### src/rtl/fake_netlist_bist.sv
// LFSR pattern generator and MISR response compactor wrapped around a combinational netlist.
// Define BIST_RESP_REG_EN to register resp_i and add a one-cycle DRAIN state.
module fake_netlist_bist #(
    parameter int          N_IN      = 10,
    parameter int          N_OUT     = 1,
    parameter int          PATTERNS  = 256,
    parameter logic [15:0] LFSR_SEED = 16'hACE1,
    parameter logic [15:0] SIG_SEED  = 16'h0000,
    localparam int         CW        = $clog2(PATTERNS + 1)
) (
    input  logic             clk,
    input  logic             rst,
    input  logic             start,
    output logic             busy,
    output logic             done,
    output logic [N_IN-1:0]  pattern_o,
    input  logic [N_OUT-1:0] resp_i,
    output logic [15:0]      signature_o,
    output logic [CW-1:0]    pat_count_o
);

    localparam logic [CW-1:0] PAT_MAX  = CW'(PATTERNS);
    localparam logic [CW-1:0] PAT_LAST = CW'(PATTERNS - 1);

    typedef enum logic [1:0] {
        S_IDLE,
        S_RUN,
        S_DRAIN,
        S_DONE
    } state_t;

    state_t            state_q, state_d;
    logic [15:0]       lfsr_q, lfsr_d;
    logic [15:0]       sig_q, sig_d;
    logic [CW-1:0]     cnt_q, cnt_d;
    logic [N_OUT-1:0]  cap;
    logic [15:0]       cap_ext;
    logic              cap_en;

    function automatic logic [15:0] lfsr_step(input logic [15:0] s);
        return (s >> 1) ^ (s[0] ? 16'hB400 : 16'h0000);
    endfunction

    function automatic logic [15:0] misr_step(input logic [15:0] s, input logic [15:0] r);
        return {s[14:0], 1'b0} ^ (s[15] ? 16'h1021 : 16'h0000) ^ r;
    endfunction

`ifdef BIST_RESP_REG_EN
    logic [N_OUT-1:0] resp_q, resp_d;

    always_comb begin
        resp_d = resp_i;
    end

    // The MISR sees the response one cycle late, so capture lags the pattern index by one.
    always_comb begin
        cap = resp_q;
    end
`else
    always_comb begin
        cap = resp_i;
    end
`endif

    always_comb begin
        cap_ext             = '0;
        cap_ext[N_OUT-1:0]  = cap;
    end

    always_comb begin
        // NOTE: every output of this block gets a default first, so no path leaves one unassigned and no latch is inferred.
        state_d = state_q;
        lfsr_d  = lfsr_q;
        sig_d   = sig_q;
        cnt_d   = cnt_q;
        cap_en  = 1'b0;

        case (state_q)
            S_IDLE, S_DONE: begin
                if (start) begin
                    lfsr_d  = LFSR_SEED;
                    sig_d   = SIG_SEED;
                    cnt_d   = '0;
                    state_d = S_RUN;
                end
            end
            S_RUN: begin
                lfsr_d = lfsr_step(lfsr_q);
                if (cnt_q != PAT_MAX) begin
                    cnt_d = cnt_q + 1'b1;
                end
`ifdef BIST_RESP_REG_EN
                cap_en = (cnt_q != '0);
                if (cnt_q == PAT_LAST) begin
                    state_d = S_DRAIN;
                end
`else
                cap_en = 1'b1;
                if (cnt_q == PAT_LAST) begin
                    state_d = S_DONE;
                end
`endif
            end
            S_DRAIN: begin
                cap_en  = 1'b1;
                state_d = S_DONE;
            end
            default: state_d = S_IDLE;
        endcase

        // start in IDLE/DONE reloads sig_d above and never coincides with a capture.
        if (cap_en) begin
            sig_d = misr_step(sig_q, cap_ext);
        end
    end

    always_ff @(posedge clk) begin
        // NOTE: sequential state uses non-blocking assignments so every flop samples pre-edge values.
        if (rst) begin
            state_q <= S_IDLE;
            lfsr_q  <= LFSR_SEED;
            sig_q   <= SIG_SEED;
            cnt_q   <= '0;
        end else begin
            state_q <= state_d;
            lfsr_q  <= lfsr_d;
            sig_q   <= sig_d;
            cnt_q   <= cnt_d;
        end
    end

`ifdef BIST_RESP_REG_EN
    // NOTE: the response pipeline register carries pure data and is skipped on its first use, so it needs no reset.
    always_ff @(posedge clk) begin
        resp_q <= resp_d;
    end
`endif

    assign busy        = (state_q == S_RUN) || (state_q == S_DRAIN);
    assign done        = (state_q == S_DONE);
    assign pattern_o   = lfsr_q[N_IN-1:0];
    assign signature_o = sig_q;
    assign pat_count_o = cnt_q;

endmodule

### config.mk
export PLATFORM = sky130hd
export DESIGN_NAME = fake_netlist_bist
export DESIGN_NICKNAME = d
export VERILOG_FILES = /design/src/rtl/fake_netlist_bist.sv
export SDC_FILE = /design/constraint.sdc
export NUM_CORES = 1
export LEC_CHECK = 0
export ABC_AREA = 1
export CAP_MARGIN = 10
export CORE_UTILIZATION = 40
export DETAILED_ROUTE_END_ITERATION = 8
export PLACE_DENSITY = 0.74
export RECOVER_POWER = 25
export SLEW_MARGIN = 40
export SYNTH_ARGS = -nofsm -noshare
export SYNTH_HDL_FRONTEND = slang
export SYNTH_SLANG_ARGS = --single-unit
### constraint.sdc
create_clock -name clk -period 4.2 [get_ports clk]
set_clock_uncertainty 0.05 [all_clocks]
set_input_delay 0.84 -clock clk [delete_from_list [all_inputs] [get_ports clk]]
set_output_delay 0.84 -clock clk [all_outputs]
set_load 0.1 [all_outputs]
* Word-level counts from Yosys, hierarchy flattened
Index checks and enable logic that the tools add are counted.
Word-level totals: output and inout bits 37, ROM bits 0, input bits 4, memories kept 0, word-level logic and storage cells 41, bits in latches 0, memory bits (writable) 0, bits in registers 43
Operators by class: reductions and logical operators 11, shift-type cells 0, mux-type cells 14, bitwise logic cells 3, divide/modulo/power cells 0, $add $sub $neg 1, $lt $le $gt $ge 0, equal/unequal tests 8, multipliers 0
Operators with widths (count):
- $mux W16 | 5
- $pmux W16 S2 | 1
- $mux W9 | 2
- $pmux W9 S2 | 1
- $xor A15 B16 Y16 | 1
- $xor A16 B1 Y16 | 1
- $xor A16 B13 Y16 | 1
- $mux W13 | 1
- $add A9 B1 Y9 const B | 1
- $eq A9 B8 Y1 const B | 1
- $ne A9 B9 Y1 const B | 1
- $ne A2 B2 Y1 const B | 3
- $pmux W2 S3 | 1
- $reduce_and A2 Y1 | 3
- $reduce_bool A2 Y1 | 3
- $eq A2 B2 Y1 const B | 2
- $mux W2 | 2
- $reduce_or A2 Y1 | 2
- $reduce_and A3 Y1 | 1
- $eq A2 B1 Y1 const B | 1
- $logic_not A2 Y1 | 1
- $logic_or A1 B1 Y1 | 1
- $mux W1 | 1

* Longest topological paths before layout
Gate-level depths: netlist of the first run.
depth after elaboration 5, gate-level depth with buffers 12, gate-level depth less buffers 12

* Worst setup path after synthesis of the first run
OpenSTA, ideal clock, no wires.
path type register -> output, start register state_q[1], end output busy, cell stages (with the launch flop) 5, data arrival time 1865 ps, path slack 1445 ps, data required time 3310 ps, path buffers 1, cells stage by stage dfxtp_1 -> inv_1 -> ha_1 -> inv_4 -> buf_1
Between the ends: cells in the longest elaborated chain, start to end 2, elaborated cells on any way between the ends 3, those cells by class eq/ne: 2; reduce/logical: 1
RTL lines:
- from (decl) | line 32 | state_t state_q, state_d;
- from (signal assigned) | line 125 | state_q <= state_d;
- $eq A2 B1 Y1 / $eq A2 B2 Y1 (equally long branches) | line 139 | assign busy = (state_q == S_RUN) || (state_q == S_DRAIN);
- $logic_or A1 B1 Y1 * | line 139
- to (decl) | line 14 | output logic busy,
Every way passes the cells marked *; elsewhere a longest branch is shown, timed or not.

* Worst setup path after layout of the first run
start input start, end register cnt_q[3], in the netlist pat_count_o[3]
Between the ends: cells in the longest elaborated chain, start to end 2
RTL lines:
- from (decl) | line 13 | input logic start,
- $ne A2 B2 Y1 (no line)
- $reduce_and A3 Y1 (no line)
- to (signal assigned) | line 128 | cnt_q <= cnt_d;
- to (decl) | line 35 | logic [CW-1:0] cnt_q, cnt_d;
Every way passes these cells. A chain may end at the register's enable or synchronous reset.

==> results of run 1 <==
[tightest hold or removal path: cells and delay by family, from the launching register on]
family / cells / cell delay (ns)
DFF: 1 / 0.32
and+or+nand+nor: 1 / 0.06
AOI/OAI and AO/OA: 1 / 0.05
[worst min-delay path by stage]
stage                       endpoint  slack [ns]  cells past startpoint
final                     lfsr_q[14]        0.42                      2
after global routing      lfsr_q[14]        0.44                      2
after CTS                 lfsr_q[14]        0.42                      2
after detailed placement  lfsr_q[14]        0.41                      2
after global placement    lfsr_q[14]        0.40                      2
after floorplan           lfsr_q[12]        0.39                      2
[cell families after synthesis]
group,synth area share [%]
DFF,43.7
and+or+nand+nor,28.5
xor gates and xnor gates,1.33
buffers and inverters,10.2
AOI/OAI and AO/OA,13.2
adders and majority gates,3.17
[state kept, by name, indices dropped and copies added, names as in the netlist]
signal,cells
signature_o,16
lfsr_q,16
pat_count_o,9
state_q,2
[report_power, final]
group,leakage [nW],internal [W],switching [W]
Combinational,0.507,0.0000976,0.000354
Sequential,0.349,0.000438,0.0000282
Clock,0.0484,0.000135,0.000138
Total,0.904,0.000671,0.000520
[routing by layer]
layer / track usage [%] / vias up / wire (um)
met5: 0 / - / 0
met4: 3.92 / 0 / 28
met3: 5.28 / 4 / 205
met2: 25.4 / 35 / 1800
met1: 20.8 / 780 / 1920
li1: - / 881 / -
[stage by stage]
stage                     instance area [um^2]  power, W  util, %  setup WS, ns
after CTS                                 2260   0.00121     47.9          1.66
after floorplan                           1970  0.000886        -          1.44
final                                     2240   0.00119     47.4          1.24
after global placement                    2350  0.000951     49.7          1.63
after detailed placement                  2170  0.000937     45.9          1.62
after global routing                      2240   0.00127     47.4         0.947
[cells in the mapped netlist]
| cell type | n | area share (%) |
|---|---|---|
| sky130_fd_sc_hd__nor3b_1 | 1 | 0.38 |
| sky130_fd_sc_hd__buf_2 | 1 | 0.25 |
| sky130_fd_sc_hd__a21oi_1 | 31 | 7.9 |
| sky130_fd_sc_hd__nor2_8 | 2 | 2.0 |
| sky130_fd_sc_hd__buf_6 | 1 | 0.57 |
| sky130_fd_sc_hd__ha_1 | 5 | 3.2 |
| sky130_fd_sc_hd__a21oi_2 | 1 | 0.44 |
| sky130_fd_sc_hd__o22ai_1 | 8 | 2.5 |
| sky130_fd_sc_hd__buf_1 | 1 | 0.19 |
| sky130_fd_sc_hd__inv_4 | 3 | 0.95 |
| sky130_fd_sc_hd__nand3_1 | 5 | 1.3 |
| sky130_fd_sc_hd__nor2_4 | 2 | 1.1 |
| sky130_fd_sc_hd__o21ai_0 | 6 | 1.5 |
| sky130_fd_sc_hd__clkbuf_1 | 5 | 0.95 |
| sky130_fd_sc_hd__a21oi_4 | 1 | 0.83 |
| sky130_fd_sc_hd__nand3b_1 | 1 | 0.38 |
| sky130_fd_sc_hd__inv_1 | 16 | 3.0 |
| sky130_fd_sc_hd__xor2_1 | 3 | 1.3 |
| sky130_fd_sc_hd__nand4_4 | 1 | 1.1 |
| sky130_fd_sc_hd__nand2_1 | 88 | 17 |
| sky130_fd_sc_hd__nor2_1 | 20 | 3.8 |
| sky130_fd_sc_hd__buf_4 | 10 | 3.8 |
| sky130_fd_sc_hd__nor2_2 | 2 | 0.63 |
| sky130_fd_sc_hd__nand3_2 | 2 | 1.0 |
| sky130_fd_sc_hd__inv_2 | 2 | 0.38 |
| sky130_fd_sc_hd__dfxtp_1 | 43 | 44 |
[cell type report]
class	count	area, um^2
Timing Repair Buffer	41	220
Fill cell	498	2480
Clock inverter	1	8.76
Inverter	21	86.3
Sequential cell	43	861
Tap cell	67	83.8
Clock buffer	7	86.3
Multi-Input combinational cell	179	895
==> metrics, run 1 <==
antenna violation net count after detailed routing=0; cells on worst reg2reg path=10; Post-CTS Hold Fix Bufs=0; pwr/cell area=roughly 530 nW/um^2; DP Wirelength=2740 um; Initial Utilization=a little over two fifths; Maximum Capacitance Violations=1; worst path arrival time=3.14 ns; most frequent cells in the layout=sky130_fd_sc_hd__nand2_1 (88), sky130_fd_sc_hd__dfxtp_1 (43), sky130_fd_sc_hd__buf_2 (32); Final Critical Period=2.96 ns; slew at the pin closest to its max-slew limit=1.52 ns; largest net degree at the start of global routing=31; total nets after synthesis=between 200 and 300; wire length of the first global-routing pass=6630 um; flip-flop and latch count after synthesis=43; fraction of final layout cells with drive strength greater than 1=19.2%; status=finished, violations left; most common cell after layout, fill and taps aside=sky130_fd_sc_hd__nand2_1; initial antenna violation count=0; crit path buf inv count=2; die extent in y=72.2 um; cells traversed along the worst timing path=clkdlybuf4s50_1, nor2_1, a21oi_4, inv_4, nor2_4, nand2_1, nand2_1, nor2_1; number of vias in the routed layout=1700; Worst Hold Margin=0.419 ns; RR Endpoint=pat_count_o[3]; count of buffers from port buffering=40; via density per instance=4.74; CP Max Fanout=19; final WL=3960 um; global placer's final weighted congestion=0.843; clock net sink count=43; initial DRC count=123; data required time of the critical path=4.38 ns; total number of placement rows=25; count of warnings emitted by yosys=0; clock tree from TritonCTS=yes; Hold Crit Class=flip-flop to flip-flop; Die Area=5210 um^2; placeable core area=4720 um^2; Reg2Reg Setup Slack=1.26 ns; area growth from synthesis to final layout=13.6%; clk slew on worst S/H paths=~0.080 ns; Final Max Slew Viols=20; slowest stage delay, CP=1.14 ns; count of nets after finishing=300; worst IR drop on VDD=0.264 mV; post-synthesis instance area=1970 um^2; number of H-tree levels=2; CTS root buffer=sky130_fd_sc_hd__clkbuf_8; First-pass DRT Iterations=6; Setup crit end=pat_count_o[3]; total setup buffers inserted after CTS=0; kind of capture point of the worst setup path=flip-flop; LEAKAGE=0.904 nW; violations in the final reports=DRC, capacitance limit, slew limit; Residual DRC=2; category of cells accounting for the largest share of critical-path delay=simple AND/OR/NAND/NOR gates; Hold Violations, Final=0; Worst R2R Start=state_q[1]; CTS Buf Count=5; critical path class=primary input to flip-flop; final routed wire length divided by cell count=approximately 11 um; number of ports placed on the die boundary=41; average instance area after synthesis=7.56 um^2; width of the die=72.2 um; via count of the first global-routing pass=1511; sequential fraction of the synthesis area=around 44%; instance count on the critical path=8; setup tns final=0 ns; worst slew slack as a fraction of its limit=-1.46%; Final Cycle Share=70.5%; Overall Global Routing Usage=around 16%; final non-filler cell total=359; final antenna diode count=0; Resized cells post-CTS=0; source-to-sink clock delay at the later pin of the worst-skew pair=between 0.2 and 0.3 ns; worst hold start=lfsr_q[15]; post-synthesis instance total=261; CTS max path bufs=2; Congestion Overflow GR=0; final number of setup-violating endpoints=0; unrepaired setup endpoints after global routing=false; fmax=338 MHz; Startpoint Class=primary input; Critical Path Start=start; Critical Path Slowest Stage Cell=sky130_fd_sc_hd__nor2_1; placed cell count=around 350; number of distinct standard cells referenced by the synthesized netlist=26
Note: power is estimated with default switching activity, not from simulation.
==> inputs of run 2 (changes only) <==
Settings changed: PLACE_DENSITY 0.74 to 0.76.
Clock period 4.2 ns to 2.39 ns, I/O delays scaled along.
==> run 2 against run 1 <==
  * The flow now finishes without violations
  * Cell area increased by 3.0%
  * Worst hold slack is essentially flat
  * Clock-buffer cell count down 2
  * Non-clock buffer count increased by 1
  * Critical endpoint is now signature_o[5]
  * Largest power group is now combinational cells
==> metrics, run 2 (synthesis results as in run 1) <==
fraction of final layout cells with drive strength greater than 1=18.1% (was 19.2%); DP Wirelength=2910 um (was 2740 um); LEAKAGE=0.880 nW (was 0.904 nW); cells traversed along the worst timing path=clkbuf_1 (was clkdlybuf4s50_1, nor2_1, a21oi_4, inv_4, nor2_4, nand2_1, nand2_1, nor2_1); Final Max Slew Viols=0 (was 20); CP Max Fanout=3 (was 19); clk slew on worst S/H paths=0.09 ns (was 0.08 ns); Critical Path Slowest Stage Cell=sky130_fd_sc_hd__clkbuf_1 (was sky130_fd_sc_hd__nor2_1); count of buffers from port buffering=40 (unchanged); Startpoint Class=flip-flop (was primary input); area growth from synthesis to final layout=17.0% (was 13.6%); Worst R2R Start=state_q[1] (unchanged); slew at the pin closest to its max-slew limit=1.17 ns (was 1.52 ns); initial antenna violation count=0 (unchanged); most common cell after layout, fill and taps aside=sky130_fd_sc_hd__nand2_1 (unchanged); category of cells accounting for the largest share of critical-path delay=buffers and inverters (was simple AND/OR/NAND/NOR gates); worst slew slack as a fraction of its limit=22.4% (was -1.46%); clock tree from TritonCTS=yes (unchanged); pwr/cell area=934 nW/um^2 (was 531 nW/um^2); Critical Path Start=signature_o[5] (was start); wire length of the first global-routing pass=6900 um (was 6630 um); clock net sink count=43 (unchanged); Final Cycle Share=between 80 and 90%; status=completed (was finished, violations left); Initial Utilization=41.7% (unchanged); final antenna diode count=0 (unchanged); Resized cells post-CTS=0 (unchanged); Final Critical Period=2.07 ns; RR Endpoint=pat_count_o[3] (unchanged); slowest stage delay, CP=0.87 ns (was 1.14 ns); CTS Buf Count=5 (unchanged); worst hold start=lfsr_q[15] (unchanged); number of H-tree levels=2 (unchanged); Overall Global Routing Usage=17.1% (was 15.9%); crit path buf inv count=1 (was 2); worst path arrival time=1.54 ns (was 3.14 ns); number of vias in the routed layout=1714 (was 1700); Hold Violations, Final=0 (unchanged); Congestion Overflow GR=0 (unchanged); Hold EP=lfsr_q[14] (unchanged); Residual DRC=0 (was 2); total setup buffers inserted after CTS=0 (unchanged); data required time of the critical path=1.86 ns (was 4.38 ns); via count of the first global-routing pass=1523 (was 1511); Maximum Capacitance Violations=0 (was 1); largest net degree at the start of global routing=30 (was 31); fmax=between 400 and 500 MHz; placeable core area=4720 um^2 (unchanged); kind of capture point of the worst setup path=output pin (was flip-flop); CTS max path bufs=2 (unchanged); Hold Crit Class=flip-flop to flip-flop (unchanged); post-placement setup slack=0.329 ns (was 1.62 ns); width of the die=72.2 um (unchanged); Reg2Reg Setup Slack=0.39 ns (was 1.26 ns); number of ports placed on the die boundary=41 (unchanged); final WL=4140 um (was 3960 um); Die Area=5210 um^2 (unchanged); critical path class=flip-flop to output pin (was primary input to flip-flop); First-pass DRT Iterations=4 (was 6); worst IR drop on VDD=0.550 mV (was 0.264 mV); CTS root buffer=sky130_fd_sc_hd__clkbuf_8 (unchanged); Worst Hold Depth=2 (unchanged); source-to-sink clock delay at the later pin of the worst-skew pair=0.30 ns (was 0.29 ns); global placer's final weighted congestion=0.886 (was 0.843); antenna violation net count after detailed routing=0 (unchanged); setup tns final=0 ns (unchanged); die extent in y=72.2 um (unchanged); total number of placement rows=25 (unchanged); most frequent cells in the layout=sky130_fd_sc_hd__nand2_1 (88), sky130_fd_sc_hd__dfxtp_1 (41), sky130_fd_sc_hd__a21oi_1 (31) (was sky130_fd_sc_hd__nand2_1 (88), sky130_fd_sc_hd__dfxtp_1 (43), sky130_fd_sc_hd__buf_2 (32)); final routed wire length divided by cell count=11.5 um (was 11.0 um); count of nets after finishing=301 (was 300); post-route worst setup slack=0.320 ns (was 1.24 ns); unrepaired setup endpoints after global routing=false (unchanged); cells on worst reg2reg path=10 (unchanged); final number of setup-violating endpoints=0 (unchanged); Post-CTS Hold Fix Bufs=0 (unchanged); initial DRC count=110 (was 123); via density per instance=4.76 (was 4.74)
run 2: final cells by class:
class,instances,area [um^2]
clock inverters,3,23.8
flip-flops and latches,43,863
well taps,67,83.8
fillers,500,2420
multi-input cells,179,911
inverters,21,86.3
clock buffers,5,68.8
repair buffers,42,270
run 2: routing by layer:
layer	track usage (%)	part of all wire [%]
met1	21.5	46
met2	27.2	46
met3	5.28	6.4
met4	7.19	1.6
met5	0	0
run 2: worst reg2reg max path, stage by stage, from the launching register on:
cell                      delay (ns)
sky130_fd_sc_hd__dfxtp_1        0.36
sky130_fd_sc_hd__inv_1          0.05
sky130_fd_sc_hd__ha_1           0.35
sky130_fd_sc_hd__inv_4          0.24
sky130_fd_sc_hd__nor2_8         0.12
sky130_fd_sc_hd__a21oi_4        0.29
sky130_fd_sc_hd__inv_4          0.12
sky130_fd_sc_hd__nor2_4         0.16
sky130_fd_sc_hd__nand2_1        0.06
sky130_fd_sc_hd__nand2_1        0.06
sky130_fd_sc_hd__nor2_1         0.05
run 2: worst max path at each step:
stage          slack [ns]        endpoint  cells past startpoint
3_5_place_dp         0.33  pat_count_o[5]                      8
2_1_floorplan        0.06            busy                      4
6_report             0.32  signature_o[5]                      1
4_1_cts              0.32            busy                      4
3_3_place_gp         0.37  pat_count_o[5]                      8
5_1_grt              0.24  pat_count_o[3]                     10
run 2: where the power goes:
part           internal [W]  switching, W
logic              0.000208      0.000640
clock network      0.000209      0.000273
registers          0.000772     0.0000519
total               0.00119      0.000965
run 2: metrics by stage:
| step | std cells | area [um^2] | util (%) | total power, W | hold slack [ns] |
|---|---|---|---|---|---|
| after floorplan | 261 | 1980 | - | 0.00156 | 0.390 |
| after CTS | 360 | 2370 | 50.2 | 0.00219 | 0.420 |
| after global routing | 360 | 2310 | 48.8 | 0.00227 | 0.444 |
| after global placement | 352 | 2280 | 48.3 | 0.00170 | 0.402 |
| final | 360 | 2310 | 48.8 | 0.00215 | 0.420 |
| after detailed placement | 352 | 2280 | 48.3 | 0.00171 | 0.408 |
==> inputs of run 3 (changes only) <==
Settings changed: ABC_AREA 1 to not set, PLACE_DENSITY 0.76 to 0.74.
Clock period 2.39 ns to 2.55 ns, I/O delays scaled along.
==> run 3 against run 2 <==
  * The flow now finishes with violations (DRC)
  * Synthesized area fell by 2.5%
  * Core utilization grew 2.0 points
  * Critical path depth is 4 higher
  * Worst hold slack improved by 0.022 ns
  * Register-to-register slack better by 0.31 ns
  * Sequential share of layout area up 0.40 points
  * Sequential cell count is the same
  * Non-clock buffer count rose by 7
  * Global-route usage decreased by 0.62 points
  * Worst setup slack gained 0.026 ns
  * Largest power group unchanged
  * Highest routed layer unchanged
==> metrics, run 3 <==
area fraction of the dominant cell type after synthesis=44.8% (was 43.7%); Final Critical Period=2.20 ns; First-pass DRT Iterations=6 (was 4); number of distinct standard cells referenced by the synthesized netlist=37 (was 26); DP Wirelength=2830 um (was 2910 um); worst hold start=lfsr_q[12] (was lfsr_q[15]); final number of setup-violating endpoints=0 (unchanged); most frequent cells in the layout=sky130_fd_sc_hd__nor2_1 (47), sky130_fd_sc_hd__dfxtp_1 (43), sky130_fd_sc_hd__a21oi_1 (25), sky130_fd_sc_hd__buf_4 (25), sky130_fd_sc_hd__nand2_1 (24) (was sky130_fd_sc_hd__nand2_1 (88), sky130_fd_sc_hd__dfxtp_1 (41), sky130_fd_sc_hd__a21oi_1 (31)); fmax=454 MHz; Cell Int Power=0.00128 W (was 0.00119 W); Initial Utilization=43.0% (was 41.7%); count of nets after finishing=275 (was 301); worst IR drop on VDD=0.515 mV (was 0.550 mV); Die Area=5090 um^2 (was 5210 um^2); met2 Usage GRT=28.5% (was 27.2%); global-route track usage on met1=20.7% (was 21.5%); clock net sink count=43 (unchanged); fraction of final layout cells with drive strength greater than 1=14.2% (was 18.1%); Worst R2R Start=pat_count_o[0] (was state_q[1]); clk slew on worst S/H paths=0.09 ns (about the same); share of total power in sequential cells=34.7% (was 38.3%); slew at the pin closest to its max-slew limit=1.18 ns (was 1.17 ns); kind of capture point of the worst setup path=output pin (unchanged); post-synthesis instance total=236 (was 261); slowest stage delay, CP=0.37 ns (was 0.87 ns); worst path arrival time=1.64 ns (was 1.54 ns); Final Max Slew Viols=0 (unchanged); via count of the first global-routing pass=1471 (was 1523); Worst Hold Margin=0.442 ns (was 0.420 ns); total nets after synthesis=245 (was 270); antenna violation net count after detailed routing=0 (unchanged); Resized cells post-CTS=0 (unchanged); number of H-tree levels=2 (unchanged); leading cell types by count after synthesis=sky130_fd_sc_hd__nor2_1 (47), sky130_fd_sc_hd__dfxtp_1 (43), sky130_fd_sc_hd__a21oi_1 (25) (was sky130_fd_sc_hd__nand2_1 (88), sky130_fd_sc_hd__dfxtp_1 (43), sky130_fd_sc_hd__a21oi_1 (31)); Reg2Reg Setup Slack=0.70 ns (was 0.39 ns); number of vias in the routed layout=1656 (was 1714); clock share of power=23.5% (was 22.4%); count of warnings emitted by yosys=0 (unchanged); Critical Path Slowest Stage Cell=sky130_fd_sc_hd__ha_1 (was sky130_fd_sc_hd__clkbuf_1); Switching Fraction=42.7% (was 44.8%); most used routing layer=met2 (unchanged); area occupied by multi-input gates=906 um^2 (was 911 um^2); combinational share of power=41.9% (was 39.4%); count of buffers from port buffering=40 (unchanged); status=finished, violations left (was completed); net switching power of the design=0.000956 W (was 0.000965 W); sequential fraction of the synthesis area=44.8% (was 43.7%); source-to-sink clock delay at the later pin of the worst-skew pair=0.29 ns (was 0.30 ns); Sequential Area=861 um^2 (was 863 um^2); top cell type by total area after synthesis=sky130_fd_sc_hd__dfxtp_1 (unchanged); die extent in y=71.3 um (was 72.2 um); post-synthesis instance area=1920 um^2 (was 1970 um^2); CP Max Fanout=16 (was 3); Synth area leaders=sky130_fd_sc_hd__dfxtp_1 (45%), sky130_fd_sc_hd__nor2_1 (9.2%), sky130_fd_sc_hd__a21oi_1 (6.5%) (was sky130_fd_sc_hd__dfxtp_1 (44%), sky130_fd_sc_hd__nand2_1 (17%), sky130_fd_sc_hd__a21oi_1 (7.9%)); clock tree from TritonCTS=yes (unchanged); violations in the final reports=DRC; total setup buffers inserted after CTS=0 (unchanged); global placer's final weighted congestion=0.768 (was 0.886); unrepaired setup endpoints after global routing=false (unchanged); placeable core area=4470 um^2 (was 4720 um^2); RR Endpoint=state_q[1] (was pat_count_o[3]); initial antenna violation count=0 (unchanged); final routed wire length divided by cell count=12.6 um (was 11.5 um); Hold EP=lfsr_q[11] (was lfsr_q[14]); flip-flop and latch count after synthesis=43 (unchanged); data required time of the critical path=1.99 ns (was 1.86 ns); number of enable-type register cells in the synthesized netlist=0 (unchanged); CTS max path bufs=2 (unchanged); cells traversed along the worst timing path=inv_1, ha_1, buf_4, clkinv_1, buf_12 (was clkbuf_1); global-route met3 utilization=3.09% (was 5.28%); Startpoint Class=flip-flop (unchanged); Hold Crit Class=flip-flop to flip-flop (unchanged); worst slew slack as a fraction of its limit=21.7% (was 22.4%); via density per instance=5.19 (was 4.76); CTS Buf Count=5 (unchanged); CTS root buffer=sky130_fd_sc_hd__clkbuf_8 (unchanged); final antenna diode count=0 (unchanged); initial DRC count=45 (was 110); Overall Global Routing Usage=16.5% (was 17.1%); Post-CTS Hold Fix Bufs=0 (unchanged); number of ports placed on the die boundary=41 (unchanged); fill cell count=454 (was 500); wire length of the first global-routing pass=6750 um (was 6900 um); pwr/cell area=984 nW/um^2 (was 934 nW/um^2); area growth from synthesis to final layout=18.3% (was 17.0%); most repeated cell in the gate-level netlist after synthesis=sky130_fd_sc_hd__nor2_1 (was sky130_fd_sc_hd__nand2_1); most common cell after layout, fill and taps aside=sky130_fd_sc_hd__nor2_1 (was sky130_fd_sc_hd__nand2_1); final WL=4010 um (was 4140 um); LEAKAGE=0.893 nW (was 0.880 nW); setup tns final=0 ns (unchanged); cells on worst reg2reg path=9 (was 10); critical path class=flip-flop to output pin (unchanged); Residual DRC=3 (was 0); Hold Violations, Final=0 (unchanged); Maximum Capacitance Violations=0 (unchanged); Congestion Overflow GR=0 (unchanged); fraction of registers with async set/reset=0% (unchanged); width of the die=71.3 um (was 72.2 um); Worst Hold Depth=2 (unchanged); total number of placement rows=24 (was 25); average instance area after synthesis=8.15 um^2 (was 7.56 um^2); Final Cycle Share=86.4%; Synth Flop Type=sky130_fd_sc_hd__dfxtp_1 (unchanged); largest net degree at the start of global routing=23 (was 30)
run 3: metal layers:
layer	part of all wire (%)	routed length [um]
met5	0	0
met4	0.67	27
met3	3.3	131
met2	49	1980
met1	47	1870
run 3: worst max-delay path by stage:
stage	depth (start not counted)	endpoint	slack, ns	startpoint
2_1_floorplan	5	busy	0.03	state_q[1]
3_3_place_gp	5	pat_count_o[7]	0.55	start
3_5_place_dp	5	pat_count_o[7]	0.52	start
4_1_cts	5	busy	0.33	state_q[1]
5_1_grt	5	busy	0.23	state_q[1]
6_report	5	busy	0.35	state_q[1]
run 3: worst max-delay path: cells and delay by family, from the launching register on:
family,cells,cell delay (ns)
buffers and inverters,4,0.65
adder cells (fa/ha/maj),1,0.37
flip-flops,1,0.33
run 3: cell type report:
class,instances,area share [%]
clock buffer,5,3.02
tap,52,2.86
multi-input combinational,162,39.8
inverter,5,0.825
clock inverter,3,1.92
timing repair buffer,49,13.7
sequential,43,37.8
run 3: cells by family after synthesis:
group                      Yosys count  share of synthesized area [%]
and+or+nand+nor                     96                           22.3
AOI/OAI and AO/OA                   53                           17.8
buffers and inverters               31                           8.13
xor gates and xnor gates             6                           2.73
muxes                                2                           1.11
DFF                                 43                           44.8
adders and majority gates            5                           3.25
run 3: power by group through the flow:
stage / clock (W) / combinational, W / sequential (W)
after floorplan: 0 / 0.000677 / 0.000848
after global placement: 0 / 0.000947 / 0.000790
after detailed placement: 0 / 0.000956 / 0.000793
after CTS: 0.000542 / 0.000958 / 0.000778
after global routing: 0.000570 / 0.00101 / 0.000785
final: 0.000525 / 0.000937 / 0.000777
run 3: metrics by stage:
step	power (W)	setup WS, ns	cells	utilization, %	area (um^2)
4_1_cts	0.00228	0.331	319	52.5	2350
5_1_grt	0.00236	0.233	319	50.9	2280
2_1_floorplan	0.00152	0.0322	236	-	1920
3_5_place_dp	0.00175	0.519	311	50.0	2240
6_report	0.00224	0.347	319	50.9	2280
3_3_place_gp	0.00174	0.546	311	50.0	2240
